==> src/rtl/dmem_arb_pkg.sv <==
// dmem_arb_pkg: shared definitions for the data-memory arbiter.
//   owner_e      - who owns the read data returning next cycle
//   DEF_*        - default address/data widths and starvation limit
package dmem_arb_pkg;

    localparam int DEF_ADDR_W   = 16;
    localparam int DEF_DATA_W   = 16;
    localparam int DEF_MAX_WAIT = 4;

    typedef enum logic [1:0] {
        NONE = 2'd0,
        CPU  = 2'd1,
        DBG  = 2'd2
    } owner_e;

endpackage

==> src/rtl/dmem_arb_starve_cnt.sv <==
// dmem_arb_starve_cnt: counts consecutive cycles the debug requester is
// denied and raises force_dbg once the count reaches MAX_WAIT.
// Only instantiated when DMEM_ARB_STARVE_EN is defined.
//   Clk, Rst   - clock, synchronous active-high reset
//   dbg_req    - debug requester is asking this cycle
//   dbg_gnt    - debug requester was granted this cycle
//   force_dbg  - debug must win the current cycle
import dmem_arb_pkg::*;

module dmem_arb_starve_cnt #(
    parameter int MAX_WAIT = DEF_MAX_WAIT
) (
    input  logic Clk,
    input  logic Rst,
    input  logic dbg_req,
    input  logic dbg_gnt,
    output logic force_dbg
);

    localparam logic [3:0] MAX_CNT = 4'(MAX_WAIT);

    logic [3:0] wait_cnt;

    // A grant or a dropped request ends the streak; otherwise count up
    // and park at MAX_CNT until the debug grant happens.
    always_ff @(posedge Clk) begin
        if (Rst)
            wait_cnt <= 4'd0;
        else if (!dbg_req || dbg_gnt)
            wait_cnt <= 4'd0;
        else if (wait_cnt != MAX_CNT)
            wait_cnt <= wait_cnt + 4'd1;
    end

    assign force_dbg = (wait_cnt == MAX_CNT);

endmodule

==> src/rtl/dmem_arbiter.sv <==
// dmem_arbiter: shares one single-port data memory between the CPU MEM
// stage (default winner) and a debug/loader requester. Grants are
// combinational, so a granted access goes to memory the same cycle; read
// data returns one cycle later and is steered to whoever issued the read.
// Build option: define DMEM_ARB_STARVE_EN to add the debug anti-starvation
// counter; without it the CPU has strict priority.
//   cpu_req/we/addr/wdata  - CPU request;  cpu_gnt, cpu_stall
//   cpu_rvalid/rdata       - CPU read return
//   dbg_*                  - same set for the debug requester
//   mem_en/we/addr/wdata   - memory command;  mem_rdata - data, 1 cycle later
import dmem_arb_pkg::*;

module dmem_arbiter #(
    parameter int ADDR_W   = DEF_ADDR_W,
    parameter int DATA_W   = DEF_DATA_W,
    parameter int MAX_WAIT = DEF_MAX_WAIT
) (
    input  logic              Clk,
    input  logic              Rst,
    input  logic              cpu_req,
    input  logic              cpu_we,
    input  logic [ADDR_W-1:0] cpu_addr,
    input  logic [DATA_W-1:0] cpu_wdata,
    output logic              cpu_gnt,
    output logic              cpu_stall,
    output logic              cpu_rvalid,
    output logic [DATA_W-1:0] cpu_rdata,
    input  logic              dbg_req,
    input  logic              dbg_we,
    input  logic [ADDR_W-1:0] dbg_addr,
    input  logic [DATA_W-1:0] dbg_wdata,
    output logic              dbg_gnt,
    output logic              dbg_rvalid,
    output logic [DATA_W-1:0] dbg_rdata,
    output logic              mem_en,
    output logic              mem_we,
    output logic [ADDR_W-1:0] mem_addr,
    output logic [DATA_W-1:0] mem_wdata,
    input  logic [DATA_W-1:0] mem_rdata
);

    if (MAX_WAIT < 1 || MAX_WAIT > 15) begin : g_bad_max_wait
        $error("dmem_arbiter: MAX_WAIT must be in 1..15");
    end

    logic   force_dbg;
    owner_e rd_owner;

`ifdef DMEM_ARB_STARVE_EN
    dmem_arb_starve_cnt #(
        .MAX_WAIT (MAX_WAIT)
    ) u_starve (
        .Clk       (Clk),
        .Rst       (Rst),
        .dbg_req   (dbg_req),
        .dbg_gnt   (dbg_gnt),
        .force_dbg (force_dbg)
    );
`else
    assign force_dbg = 1'b0;
`endif

    // force_dbg comes straight from the counter, so in the cycle after the
    // streak saturates the CPU is held off even if debug has just dropped.
    always_comb begin
        cpu_gnt   = !Rst && cpu_req && !force_dbg;
        dbg_gnt   = !Rst && dbg_req && (!cpu_req || force_dbg);
        cpu_stall = !Rst && cpu_req && !cpu_gnt;
    end

    always_comb begin
        mem_en    = cpu_gnt || dbg_gnt;
        mem_we    = 1'b0;
        mem_addr  = '0;
        mem_wdata = '0;
        if (cpu_gnt) begin
            mem_we    = cpu_we;
            mem_addr  = cpu_addr;
            mem_wdata = cpu_wdata;
        end else if (dbg_gnt) begin
            mem_we    = dbg_we;
            mem_addr  = dbg_addr;
            mem_wdata = dbg_wdata;
        end
    end

    // Grants are already gated by Rst, so a read issued while Rst is high
    // never gets an owner and never returns.
    always_ff @(posedge Clk) begin
        if (Rst)
            rd_owner <= NONE;
        else if (cpu_gnt && !cpu_we)
            rd_owner <= CPU;
        else if (dbg_gnt && !dbg_we)
            rd_owner <= DBG;
        else
            rd_owner <= NONE;
    end

    // Rst also masks a return already in flight when it asserts.
    always_comb begin
        cpu_rvalid = !Rst && (rd_owner == CPU);
        dbg_rvalid = !Rst && (rd_owner == DBG);
        cpu_rdata  = cpu_rvalid ? mem_rdata : '0;
        dbg_rdata  = dbg_rvalid ? mem_rdata : '0;
    end

endmodule
==> config.mk <==
export PLATFORM = sky130hd
export DESIGN_NAME = dmem_arbiter
export DESIGN_NICKNAME = d
export VERILOG_FILES = /design/src/rtl/dmem_arb_pkg.sv /design/src/rtl/dmem_arb_starve_cnt.sv /design/src/rtl/dmem_arbiter.sv
export SDC_FILE = /design/constraint.sdc
export NUM_CORES = 1
export LEC_CHECK = 0
export CAP_MARGIN = 20
export CORE_ASPECT_RATIO = 0.5
export CORE_MARGIN = 10
export CORE_UTILIZATION = 18
export CTS_CLUSTER_DIAMETER = 100
export DETAILED_ROUTE_END_ITERATION = 8
export GPL_TIMING_DRIVEN = 0
export MAX_ROUTING_LAYER = met4
export PLACE_DENSITY = 0.86
export SLEW_MARGIN = 20
export SYNTH_ARGS = -nofsm -noshare
export SYNTH_HDL_FRONTEND = slang
export SYNTH_SLANG_ARGS = --single-unit
==> constraint.sdc <==
create_clock -name Clk -period 1.6 [get_ports Clk]
set_clock_uncertainty 0.2 [all_clocks]
set_input_delay 0.16 -clock Clk [delete_from_list [all_inputs] [get_ports Clk]]
set_output_delay 0.16 -clock Clk [all_outputs]
set_load 0.03 [all_outputs]
==> results_dict.tcl <==
set metrics [dict create \
    status "complete, but fails checks" \
    violations "negative setup slack" \
    htree_levels 1 \
    dr_total_vias 1433 \
    largest_register_ff_count 2 \
    clock_sinks 2 \
    crit_required_ps 1240 \
    hp-start "dbg_req" \
    dieWidth_um 109 \
    cts_root_buffer "clkbuf_8" \
    cts_inserted_buffers 3 \
    final_common_cell "clkdlybuf4s50_1" \
    grt_pass1_vias 1510 \
    syn_area_um2 708 \
    ys_ff_latch 2 \
    setup_viol 31 \
    crit_start "rd_owner[1]" \
    port_buffers 154 \
    hold_viol 0 \
    power.density_nw_per_um2 354 \
    area_delta_synth_final_pct 251 \
    diodes 0 \
    syn_area_per_cell_um2 7.78 \
    utilization_pct 68.9 \
    regMostFlops "rd_owner" \
    first_pass_iters 4 \
    pin_count 157 \
    final_cell_mix "clkdlybuf4s50_1, buf_6, a32o_1, and2_4, buf_4" \
    synth_top_area_cell "a32o_1" \
    fmax_mhz 611 \
    cts_buffer_depth 2 \
    antenna_left 0 \
    num_rows 15 \
    gp_congestion 0.785 \
    fp.coreArea_um2 3600 \
    holdPathStages 2 \
    hold_path_end "rd_owner[1]" \
    grt_max_degree 11 \
    hpwlAfterDp_mm 5.01 \
    rsz0062_at_grt "true" \
    arrival_ps 1280 \
    start_util_pct 19.7 \
    clk_pin_slew_worst_paths_ps 30 \
    drt_wl_total_mm 6.10 \
    overflow 0 \
    worstSetupEndpointType "output port" \
    grt_pass1_wl_mm 8.31 \
    setup_tns_ps -723 \
    antenna_found_initial 0 \
    die_h_um 64.4 \
    vdd.ir_drop.worst_mv 0.202 \
    first_iter_violations 32 \
    cp_max_fo 6 \
    period_minus_slack_ps 1640 \
    finalNetCount 343 \
    hold_slack_ps 107 \
    via_per_inst 4.68 \
    synth_nets 177 \
    path_class "reg2out" \
    final_area_um2 2480 \
    dpl_cell_area_um2 2310 \
    drc 0 \
    reg_top3 "rd_owner x2" \
    wl_per_cell_um 19.9 \
    p_leak_nw 1.10 \
    grt.total_usage_pct 15.7 \
    ys_warn_count 0 \
    ys_types 12 \
    die-area_um2 7000 \
    syn_inst 91 \
    ys_seq_area_share_pct 5.65 \
    drive_above_1_share_pct 49.4 \
    cp-start-kind "register" \
    netlist.area_leader.share_pct 46.6 \
    drv_slew 0 \
    hp-class "in2reg" \
    fin_crit_sh_pct 102 \
    synth_area_leaders "a32o_1, and2_1, buf_2" \
    cap_violations 0 \
    cts_tree "done" \
    setup_ws_ps -37.9 \
]
-- cell usage after synthesis --
| master | count |
|---|---|
| a32o_1 | 33 |
| and2_1 | 33 |
| buf_2 | 9 |
| buf_4 | 1 |
| clkbuf_1 | 4 |
| conb_1 | 1 |
| dfxtp_1 | 2 |
| nor2_1 | 2 |
| nor2_2 | 1 |
| nor2b_1 | 2 |
| nor3b_2 | 2 |
| nor4b_1 | 1 |
-- cell families (layout without fill, tap and decap cells) --
family	Yosys count	in the layout	synth area share [%]
buf+inv	14	178	9.54
compound gates	33	33	46.6
simple gates	41	41	37.6
other cells	1	1	0.530
flops	2	2	5.65
-- layer usage --
metal  vias to the layer above  global-route usage (%)  share of wire [%]
met5                         -                       -                  0
li1                        692                       -                  -
met1                       658                    14.9                 36
met2                        78                    29.8                 54
met3                         5                    4.80                9.8
met4                         0                    4.90                1.0
-- through the flow --
stage                     setup slack [ps]  instances  power, mW
after global routing                 -93.1        306      0.920
after CTS                            -64.9        301      0.869
final                                -37.9        306      0.879
after floorplan                       35.0         91      0.297
after detailed placement             -1010        296      0.662
after global placement                -968        296      0.653
-- cell type report --
| type | count | area (µm²) |
|---|---|---|
| multi-input combinational | 75 | 688 |
| buffer | 13 | 110 |
| tap | 51 | 63.8 |
| fill | 285 | 1120 |
| sequential | 2 | 42.5 |
| clock buffer | 3 | 41.3 |
| timing repair buffer | 162 | 1540 |
-- worst max-delay path, cell delays in order, from the launching register on --
cell	delay, ps
dfxtp_2	340
nor3b_4	190
buf_6	150
buf_6	120
and2_4	140
buf_6	120
-- power breakdown --
group          total, mW  switching, mW  internal [mW]
Clock              0.209         0.0491          0.160
Sequential        0.0543        0.00191         0.0524
Combinational      0.615          0.282          0.334
-- what timing repair did --
item                       4_1_cts  5_1_grt
gates cloned                     0        2
gates resized for setup        450       35
setup endpoints to repair       70       68
hold endpoints to repair         0        1
pin swaps                        9       11
hold buffers                     0        1
setup buffers                    3        2
-- how the worst max path moves through the flow --
stage                    end  slack (ps)  depth (start not counted)
4_1_cts        dbg_rdata[14]         -60                          4
5_1_grt        cpu_rdata[10]         -90                          4
2_1_floorplan  cpu_rdata[10]          30                          3
3_5_place_dp    dbg_rdata[6]       -1010                          5
6_report        dbg_rdata[0]         -40                          5
3_3_place_gp   cpu_rdata[12]        -970                          5
(Power assumes the default switching activity.)
